### src/rtl/gn_mdl_axis_mst_pkt.sv
// AXI4-Stream packet-generating master: counter, PRBS31 or constant payload with tkeep/tlast framing.
// Optional random idle insertion is enabled by defining GN_MDL_AXIS_MST_PKT_THROTTLE_EN.
module gn_mdl_axis_mst_pkt #(
   parameter int P_DWIDTH = 32,
   parameter int P_LEN_W  = 16,
   parameter int P_GAP_W  = 8
) (
   input  logic                  clk,
   input  logic                  reset,
   input  logic                  start,
   input  logic                  stop,
   input  logic [1:0]            mode,
   input  logic [P_LEN_W-1:0]    pkt_bytes,
   input  logic [15:0]           pkt_count,
   input  logic [P_GAP_W-1:0]    gap,
   input  logic [31:0]           seed,
   input  logic [3:0]            throttle,
   output logic                  busy,
   output logic                  done,
   output logic [15:0]           sent_pkts,
   output logic [P_DWIDTH-1:0]   tx_axis_tdata,
   output logic [P_DWIDTH/8-1:0] tx_axis_tkeep,
   output logic                  tx_axis_tlast,
   output logic                  tx_axis_tvalid,
   input  logic                  tx_axis_tready
);
   localparam int B = P_DWIDTH / 8;

   typedef enum logic [1:0] {IDLE, SEND, GAP} state_t;
   state_t r_state, w_state_nxt;

   logic [1:0]          r_mode;
   logic [P_LEN_W-1:0]  r_bytes, r_remain, r_k;
   logic [15:0]         r_count, r_sent;
   logic [P_GAP_W-1:0]  r_gap, r_gap_cnt;
   logic [31:0]         r_seed;
   logic [30:0]         r_lfsr;
   logic                r_valid, r_last, r_done;
   logic [P_DWIDTH-1:0] r_data;
   logic [B-1:0]        r_keep;

   logic                w_accept, w_acc_last, w_run_end, w_hold;
   logic                w_start, w_load, w_drop, w_end, w_gap_load, w_is_last;
   logic [15:0]         w_sent_inc;
   logic [30:0]         w_seed31, w_lfsr_nxt;
   logic [P_DWIDTH-1:0] w_prbs, w_const, w_cnt_data, w_data;
   logic [B-1:0]        w_keep;

   assign w_accept   = r_valid & tx_axis_tready;
   assign w_acc_last = w_accept & r_last;
   assign w_sent_inc = r_sent + 16'd1;
   assign w_run_end  = w_acc_last & (((r_count != 16'd0) && (w_sent_inc == r_count)) || stop);
   // An all-zero LFSR state would lock up, so it is replaced by 1.
   assign w_seed31   = (seed[30:0] == 31'd0) ? 31'd1 : seed[30:0];

`ifdef GN_MDL_AXIS_MST_PKT_THROTTLE_EN
   logic [7:0] r_tlfsr;

   always_ff @(posedge clk) begin
      if (reset) r_tlfsr <= 8'hA5;
      else       r_tlfsr <= {r_tlfsr[6:0], r_tlfsr[7] ^ r_tlfsr[5] ^ r_tlfsr[4] ^ r_tlfsr[3]};
   end

   assign w_hold = (r_tlfsr[3:0] < throttle);
`else
   logic w_unused_throttle;
   assign w_unused_throttle = ^throttle;
   assign w_hold = 1'b0;
`endif

   // PRBS31 (x^31 + x^28 + 1): first generated bit lands in tdata[0].
   always_comb begin
      w_lfsr_nxt = r_lfsr;
      w_prbs     = '0;
      for (int i = 0; i < P_DWIDTH; i++) begin
         w_prbs[i]  = w_lfsr_nxt[30] ^ w_lfsr_nxt[27];
         w_lfsr_nxt = {w_lfsr_nxt[29:0], w_prbs[i]};
      end
   end

   always_comb begin
      w_const = '0;
      for (int i = 0; i < P_DWIDTH; i++) w_const[i] = r_seed[i % 32];
   end

   if (P_DWIDTH > P_LEN_W) begin : g_cnt_ext
      assign w_cnt_data = {{(P_DWIDTH-P_LEN_W){1'b0}}, r_k};
   end else begin : g_cnt_trunc
      assign w_cnt_data = r_k[P_DWIDTH-1:0];
   end

   assign w_is_last = (r_remain <= P_LEN_W'(B));

   always_comb begin
      w_keep = '0;
      for (int j = 0; j < B; j++) w_keep[j] = !w_is_last || (P_LEN_W'(j) < r_remain);
      case (r_mode)
         2'd1:    w_data = w_prbs;
         2'd2:    w_data = w_const;
         default: w_data = w_cnt_data;
      endcase
   end

   always_comb begin
      w_state_nxt = r_state;
      w_start     = 1'b0;
      w_load      = 1'b0;
      w_drop      = 1'b0;
      w_end       = 1'b0;
      w_gap_load  = 1'b0;
      case (r_state)
         IDLE: begin
            if (start && (pkt_bytes != '0)) begin
               w_start     = 1'b1;
               w_state_nxt = SEND;
            end
         end
         SEND: begin
            if (w_run_end) begin
               w_state_nxt = IDLE;
               w_end       = 1'b1;
               w_drop      = 1'b1;
            end else if (w_acc_last && (r_gap != '0)) begin
               w_state_nxt = GAP;
               w_drop      = 1'b1;
               w_gap_load  = 1'b1;
            end else if (!r_valid || w_accept) begin
               if (w_hold) w_drop = 1'b1;
               else        w_load = 1'b1;
            end
         end
         GAP: begin
            if (stop) begin
               w_state_nxt = IDLE;
               w_end       = 1'b1;
            end else if (r_gap_cnt <= P_GAP_W'(1)) begin
               w_state_nxt = SEND;
               w_load      = 1'b1;
            end
         end
         default: w_state_nxt = IDLE;
      endcase
   end

   always_ff @(posedge clk) begin
      if (reset) begin
         r_state   <= IDLE;
         r_mode    <= '0;
         r_bytes   <= '0;
         r_remain  <= '0;
         r_k       <= '0;
         r_count   <= '0;
         r_sent    <= '0;
         r_gap     <= '0;
         r_gap_cnt <= '0;
         r_seed    <= '0;
         r_lfsr    <= 31'd1;
         r_valid   <= 1'b0;
         r_last    <= 1'b0;
         r_done    <= 1'b0;
         r_data    <= '0;
         r_keep    <= '0;
      end else begin
         r_state <= w_state_nxt;
         r_done  <= w_end;
         if (w_start) begin
            r_mode   <= mode;
            r_bytes  <= pkt_bytes;
            r_remain <= pkt_bytes;
            r_k      <= '0;
            r_count  <= pkt_count;
            r_gap    <= gap;
            r_seed   <= seed;
            r_lfsr   <= w_seed31;
            r_sent   <= '0;
         end
         if (w_acc_last) r_sent <= w_sent_inc;
         if (w_gap_load)            r_gap_cnt <= r_gap;
         else if (r_state == GAP)   r_gap_cnt <= r_gap_cnt - P_GAP_W'(1);
         // Loading a beat also advances the beat index and the PRBS state.
         if (w_load) begin
            r_valid  <= 1'b1;
            r_data   <= w_data;
            r_keep   <= w_keep;
            r_last   <= w_is_last;
            r_lfsr   <= w_lfsr_nxt;
            r_k      <= w_is_last ? '0 : r_k + P_LEN_W'(1);
            r_remain <= w_is_last ? r_bytes : r_remain - P_LEN_W'(B);
         end else if (w_drop) begin
            r_valid <= 1'b0;
            r_last  <= 1'b0;
         end
      end
   end

   assign busy           = (r_state != IDLE);
   assign done           = r_done;
   assign sent_pkts      = r_sent;
   assign tx_axis_tdata  = r_data;
   assign tx_axis_tkeep  = r_keep;
   assign tx_axis_tlast  = r_last;
   assign tx_axis_tvalid = r_valid;

endmodule

### config.mk
export PLATFORM = sky130hd
export DESIGN_NAME = gn_mdl_axis_mst_pkt
export DESIGN_NICKNAME = d
export VERILOG_FILES = /design/src/rtl/gn_mdl_axis_mst_pkt.sv
export SDC_FILE = /design/constraint.sdc
export NUM_CORES = 1
export LEC_CHECK = 0
export BUFFER_PORTS_ARGS = -buffer_cell sky130_fd_sc_hd__buf_2
export CORE_ASPECT_RATIO = 1.2
export CORE_MARGIN = 2
export CORE_UTILIZATION = 60
export DETAILED_ROUTE_END_ITERATION = 6
export GPL_TIMING_DRIVEN = 0
export PLACE_DENSITY = 0.86
export SLEW_MARGIN = 20
export SYNTH_ARGS = -nofsm -noshare
export SYNTH_HDL_FRONTEND = slang
export SYNTH_SLANG_ARGS = --single-unit
### constraint.sdc
create_clock -name clk -period 6.5 [get_ports clk]
set_input_delay 0.325 -clock clk [delete_from_list [all_inputs] [get_ports clk]]
set_output_delay 0.325 -clock clk [all_outputs]
set_load 0.1 [all_outputs]
Yosys cells after proc, flatten, opt, wreduce, memory -nomap -nowiden --
Index checks and enable logic that the tools add are counted. Widths: inputs -> output; s select.
Cells by class: $add $sub $neg 4, order comparisons 6, eq/ne operators 8, multiplexer cells 38, bitwise operators 35, reduce and logical (&&, ||, !) cells 22
Operators by type and width (count):
- $mux 16 | 7
- $mux 31 | 3
- $pmux 32 s2 | 1
- $add 16x1->16 const B | 2
- $lt 1x16->1 const A | 2
- $lt 2x16->1 const A | 2
- $reduce_bool 16->1 | 2
- $xor 1x1->1 | 32
- $logic_not 31->1 | 1
- $mux 1 | 17
- $eq 16x16->1 | 1
- $le 16x3->1 const B | 1
- $mux 8 | 2
- $sub 16x3->16 const B | 1
- $mux 2 | 5
- $reduce_bool 2->1 | 5
- $le 8x1->1 const B | 1
- $reduce_bool 8->1 | 1
- $sub 8x1->8 const B | 1
- $logic_or 1x1->1 | 6
- $ne 3x3->1 const B | 2
- $pmux 2 s3 | 1
- $eq 2x1->1 const B | 2
- $eq 2x2->1 const B | 2
- 7 further kinds | 13
Word-level totals: bits in registers 202, input bits 83, output and inout bits 56, word-level logic and storage cells 129

Depth between registers and ports, before layout --
word-level depth 9, mapped depth 13, depth with buffers taken out 9

Worst setup path before layout --
OpenSTA, ideal clock, no wires.
path type reg2reg, start reg r_sent[0] (netlist: sent_pkts[0]), end reg r_state[0], library setup time 0.070 ns, arrival 3.849 ns, required time 6.430 ns, slack 2.580 ns, cell stages (with the launch flop) 11, path buffers 1, period minus slack after synthesis 3.920 ns, path through dfxtp_1 ha_1 nand3_2 buf_6 nor3_1 o311ai_0 or4_4 o41a_1 o21a_1 or4_1 a21oi_1
Between the ends: word-level cells in the longest chain between the ends 7, elaborated cells on any way between the ends 9, classes of those cells add/sub (1); eq/ne (2); mux (2); bitwise (1); reduce/logical (3)
Ends and longest elaborated chain:
- from (decl) | line 34 | logic [15:0] r_count, r_sent;
- from (signal assigned) | line 177 | if (w_acc_last) r_sent <= w_sent_inc;
- $add 16x1->16 (*) | line 51 | assign w_sent_inc = r_sent + 16'd1;
- $eq 16x16->1 (*) | line 52 | assign w_run_end = w_acc_last & (((r_count != 16'd0) && (w_sent_inc == r_count)) || stop);
- $logic_and 1x1->1 (*) | line 52
- $logic_or 1x1->1 (*) | line 52
- $and 1x1->1 (*) | line 52
- $ne 3x3->1 (no line) / $mux 2 (equally long branches)
- $reduce_and 3->1 (no line) / $pmux 2 s3 (equally long branches)
- to (signal assigned) | line 164 | r_state <= w_state_nxt;
- to (decl) | line 30 | state_t r_state, w_state_nxt;
Every way passes the cells marked *; elsewhere a longest branch is shown, timed or not. A chain may end at the register's enable or synchronous reset.

Worst setup path in the final report --
start reg r_sent[0] (netlist: sent_pkts[0]), end reg r_data[3] (netlist: tx_axis_tdata[3])
Between the ends: word-level cells in the longest chain between the ends 7
Ends and longest elaborated chain:
- $add 16x1->16 | line 51
- $eq 16x16->1 | line 52
- $logic_and 1x1->1 | line 52
- $logic_or 1x1->1 | line 52
- $and 1x1->1 | line 52
- $mux 1 | line 119 | if (w_run_end) begin
- $pmux 1 s2 | line 111 | case (r_state)
- to (signal assigned) | line 183 | r_data <= w_data;
- to (decl) | line 39 | logic [P_DWIDTH-1:0] r_data;
Every way passes these cells.

==> results.txt <==
Number of port buffers -> 133
Layout area overhead -> 16.0%
Final hold viol count -> 0
Dpl cell area -> 0.0108 mm^2
DR WL met3 -> 2.37 mm
Critical Path AT -> 4400 ps
Die X -> 121 um
Post-Syn Instances -> 1263
Post-synth EDFFs -> 0
Outcome -> complete, but fails checks
Setup-failing EPs final -> 0
Simple-gate portion of the synthesized area -> 24.8%
Mean Syn Cell Area -> 7.85 um^2
# rows -> 51
Syn nets -> 1359
Critical Path RT -> 6940 ps
RePlAce Congestion -> 1.00
Syn. warnings -> 0
Die span in y -> 145 um
RSZ-0062 raised after global routing -> false
Post-DP HPWL -> 22.8 mm
Crit. End Element -> register
CTS tree -> yes
PnR worst setup slack -> 2540 ps
Worst skew pair latency -> 510 ps
Largest cells by area after synthesis -> dfxtp_1 41%, nand2_1 10%, a21oi_1 6.9%, xor2_1 4.2%, a311oi_1 4.1%
Sw power -> 0.00183 W
Synth async-reset ratio -> 0%
Pint -> 0.00265 W
Most common library cells after synthesis -> 263 x nand2_1, 202 x dfxtp_1, 137 x a21oi_1
Post-synthesis sequential area ratio -> 40.8%
DRT antenna net count -> 0
Metal-1 WL -> 12.0 mm
Pin count of the biggest net entering global routing -> 15
CP max FO -> 10
Max Clk Rate -> 0.252 GHz
Slew Limit Fails -> 0
Post-synthesis adder-cell area fraction -> 1.64%
Startpoint Class -> register
Setup Crit Path Kind -> register to register
Setup bufs post-CTS -> 0
Main combinational cell family by area after synthesis -> simple AND/OR/NAND/NOR gates
Min-Delay Path Class -> input pin to register
Clock tree buffer depth -> 3
Period utilization -> 61.0%
Crit path from -> sent_pkts[0]
Via Count -> 10123
Yosys top cell by area -> dfxtp_1
GRT overflow -> 0
TNS Setup -> 0 ps
Vias in the first global route -> 9311
Diodes inserted -> 0
Leakage power -> 4.50 nW
Metal2 WL -> 14.8 mm
Starting Density -> 61.2%
Count leader, synth -> nand2_1
Main synth FF type -> dfxtp_1
Reg clk slew, reported paths -> 60 ps
TritonRoute pass-1 iters -> 7
DRC -> 9
Setup Skew -> 20.7 ps
Netlist cell types -> 63
Die ar. -> 0.0176 mm^2
Fraction of layout cells with a size suffix above 1 -> 14.0%
Total CTS buffers -> 21
Worst Max-Slew Pin Slew -> 751 ps
Combinational share of power -> 36.9%
Startpoint of the worst hold path -> pkt_count[9]
Post-Syn Area -> 0.00991 mm^2
Post-Place Setup Slack -> 2640 ps
Sequential share of power -> 36.8%
Worst VDD drop -> 0.208 mV
Worst reg2reg path startpoint -> sent_pkts[0]
Vias per cell -> 6.15
Total of max-cap violations -> 0
Detailed Route WL -> 31.1 mm
Top sig layer -> met4
First-pass GRT wire length -> 47.4 mm
Clk pwr share -> 26.2%
CTS root buffer -> clkbuf_16
Core ar. -> 0.0162 mm^2
Iter 0 DRT Violations -> 1053
Nets -> 1515
Final Cell Area -> 0.0115 mm^2
Failing checks -> design-rule violations
Compound-gate portion of the synthesized area -> 20.0%
Power density over the cells -> 389 mW/mm^2
H-tree depth -> 1
Wire per inst -> 18.9 um
Post-cts resize count -> 0
Slew headroom -> 49.9%
Hold Buf Count CTS -> 0
Io pins -> 139
Global-route usage over all layers -> 34.1%
Multiplexer share of the synthesized area -> 1.24%
FF+latch count, synth -> 202
Initial antenna violation count -> 0
CTS sink cnt -> 202
Fillers -> 1367
Xor/xnor share of the synthesized area -> 6.01%
Switching portion of total power -> 40.8%
Share of the synthesized area in the top cell type -> 40.8%
Fin crit period -> 3960 ps
-- layout make-up --
class | instances | area (um^2) | share of cell area, %
tap | 212 | 265 | 2.31
buffer | 97 | 423 | 3.68
multi-input combinational | 930 | 5320 | 46.2
clock inverter | 7 | 68.8 | 0.598
clock buffer | 30 | 589 | 5.12
inverter | 34 | 128 | 1.11
sequential | 202 | 4040 | 35.2
timing repair buffer | 133 | 666 | 5.79
-- stage by stage --
stage | instances | utilization (%) | power, W | hold slack, ps
final | 1645 | 71.0 | 0.00448 | 50.1
after global routing | 1645 | 71.0 | 0.00469 | 55.1
after CTS | 1645 | 71.0 | 0.00443 | 45.0
after detailed placement | 1608 | 66.9 | 0.00326 | 442
after global placement | 1608 | 66.9 | 0.00323 | 436
after floorplan | 1263 | - | 0.00281 | 432
-- logic make-up after synthesis --
group,after synthesis
AOI/OAI and AO/OA,300
xor gates and xnor gates,68
adders and majority gates,13
buffers and inverters,131
DFF,202
muxes,12
and+or+nand+nor,537
-- worst max-delay path, cell delays in order, from the launching register on --
cell	delay [ps]
dfxtp_1	500
ha_1	360
nand3_2	120
buf_6	150
nor3_1	280
o311ai_0	190
or4_4	590
nor4_2	410
o21a_1	260
buf_4	200
buf_2	300
buf_2	300
nand2_1	100
a21oi_1	130
-- registers in the layout, summed over array words and instances, names as in the netlist --
| register | flops |
|---|---|
| r_count | 16 |
| r_state | 2 |
| r_gap_cnt | 8 |
| tx_axis_tlast | 1 |
| r_remain | 16 |
| tx_axis_tvalid | 1 |
| sent_pkts | 16 |
| r_lfsr | 31 |
| r_k | 16 |
| r_seed | 32 |
| tx_axis_tkeep | 4 |
| tx_axis_tdata | 32 |
| r_bytes | 16 |
| done | 1 |
| r_mode | 2 |
| r_gap | 8 |
-- power by group through the flow --
stage          registers (W)  clock network (W)  logic (W)
3_3_place_gp         0.00166                  0    0.00157
4_1_cts              0.00164            0.00118    0.00161
2_1_floorplan        0.00173                  0    0.00109
5_1_grt              0.00167            0.00123    0.00179
6_report             0.00165            0.00118    0.00165
3_5_place_dp         0.00166                  0    0.00160
-- per-layer routing --
metal / up-vias / global-route usage [%]
met4: 0 / 19.5
met1: 4657 / 40.6
met5: - / 0
li1: 4782 / -
met3: 147 / 5.25
met2: 537 / 58.7
-- cells in the final DEF, fill, tap and decap left out, types with 4 or more instances in the layout --
| cell type | instances |
|---|---|
| or4b_2 | 4 |
| or3_1 | 20 |
| o2111ai_1 | 6 |
| xnor2_1 | 21 |
| clkbuf_16 | 21 |
| nor3_1 | 24 |
| o221ai_1 | 10 |
| nand2_1 | 263 |
| or4_1 | 4 |
| a211o_1 | 15 |
| nor2_1 | 105 |
| buf_2 | 147 |
| a21oi_1 | 137 |
| a311oi_1 | 46 |
| xor2_1 | 47 |
| a221oi_1 | 14 |
| dfxtp_1 | 202 |
| and2_1 | 5 |
| and3_1 | 12 |
| o21ai_0 | 20 |
| inv_1 | 34 |
| buf_4 | 9 |
| nor2b_1 | 7 |
| clkbuf_1 | 77 |
| nand2b_1 | 4 |
| nor4_1 | 27 |
| o21a_1 | 4 |
| o22ai_1 | 4 |
| nand3_1 | 28 |
| mux2i_1 | 10 |
| nand4_1 | 15 |
| ha_1 | 13 |
| a22oi_1 | 19 |
| o211ai_1 | 7 |
-- path summary, 6_finish.rpt --
kind	slack, ps	depth (start not counted)	endpoint
hold / removal	50	3	r_count[9]
hold reg to reg	440	2	tx_axis_tdata[21]
setup / recovery	2540	13	tx_axis_tdata[3]
setup reg to reg	2540	13	tx_axis_tdata[3]
Note: power is estimated with default switching activity, not from simulation.
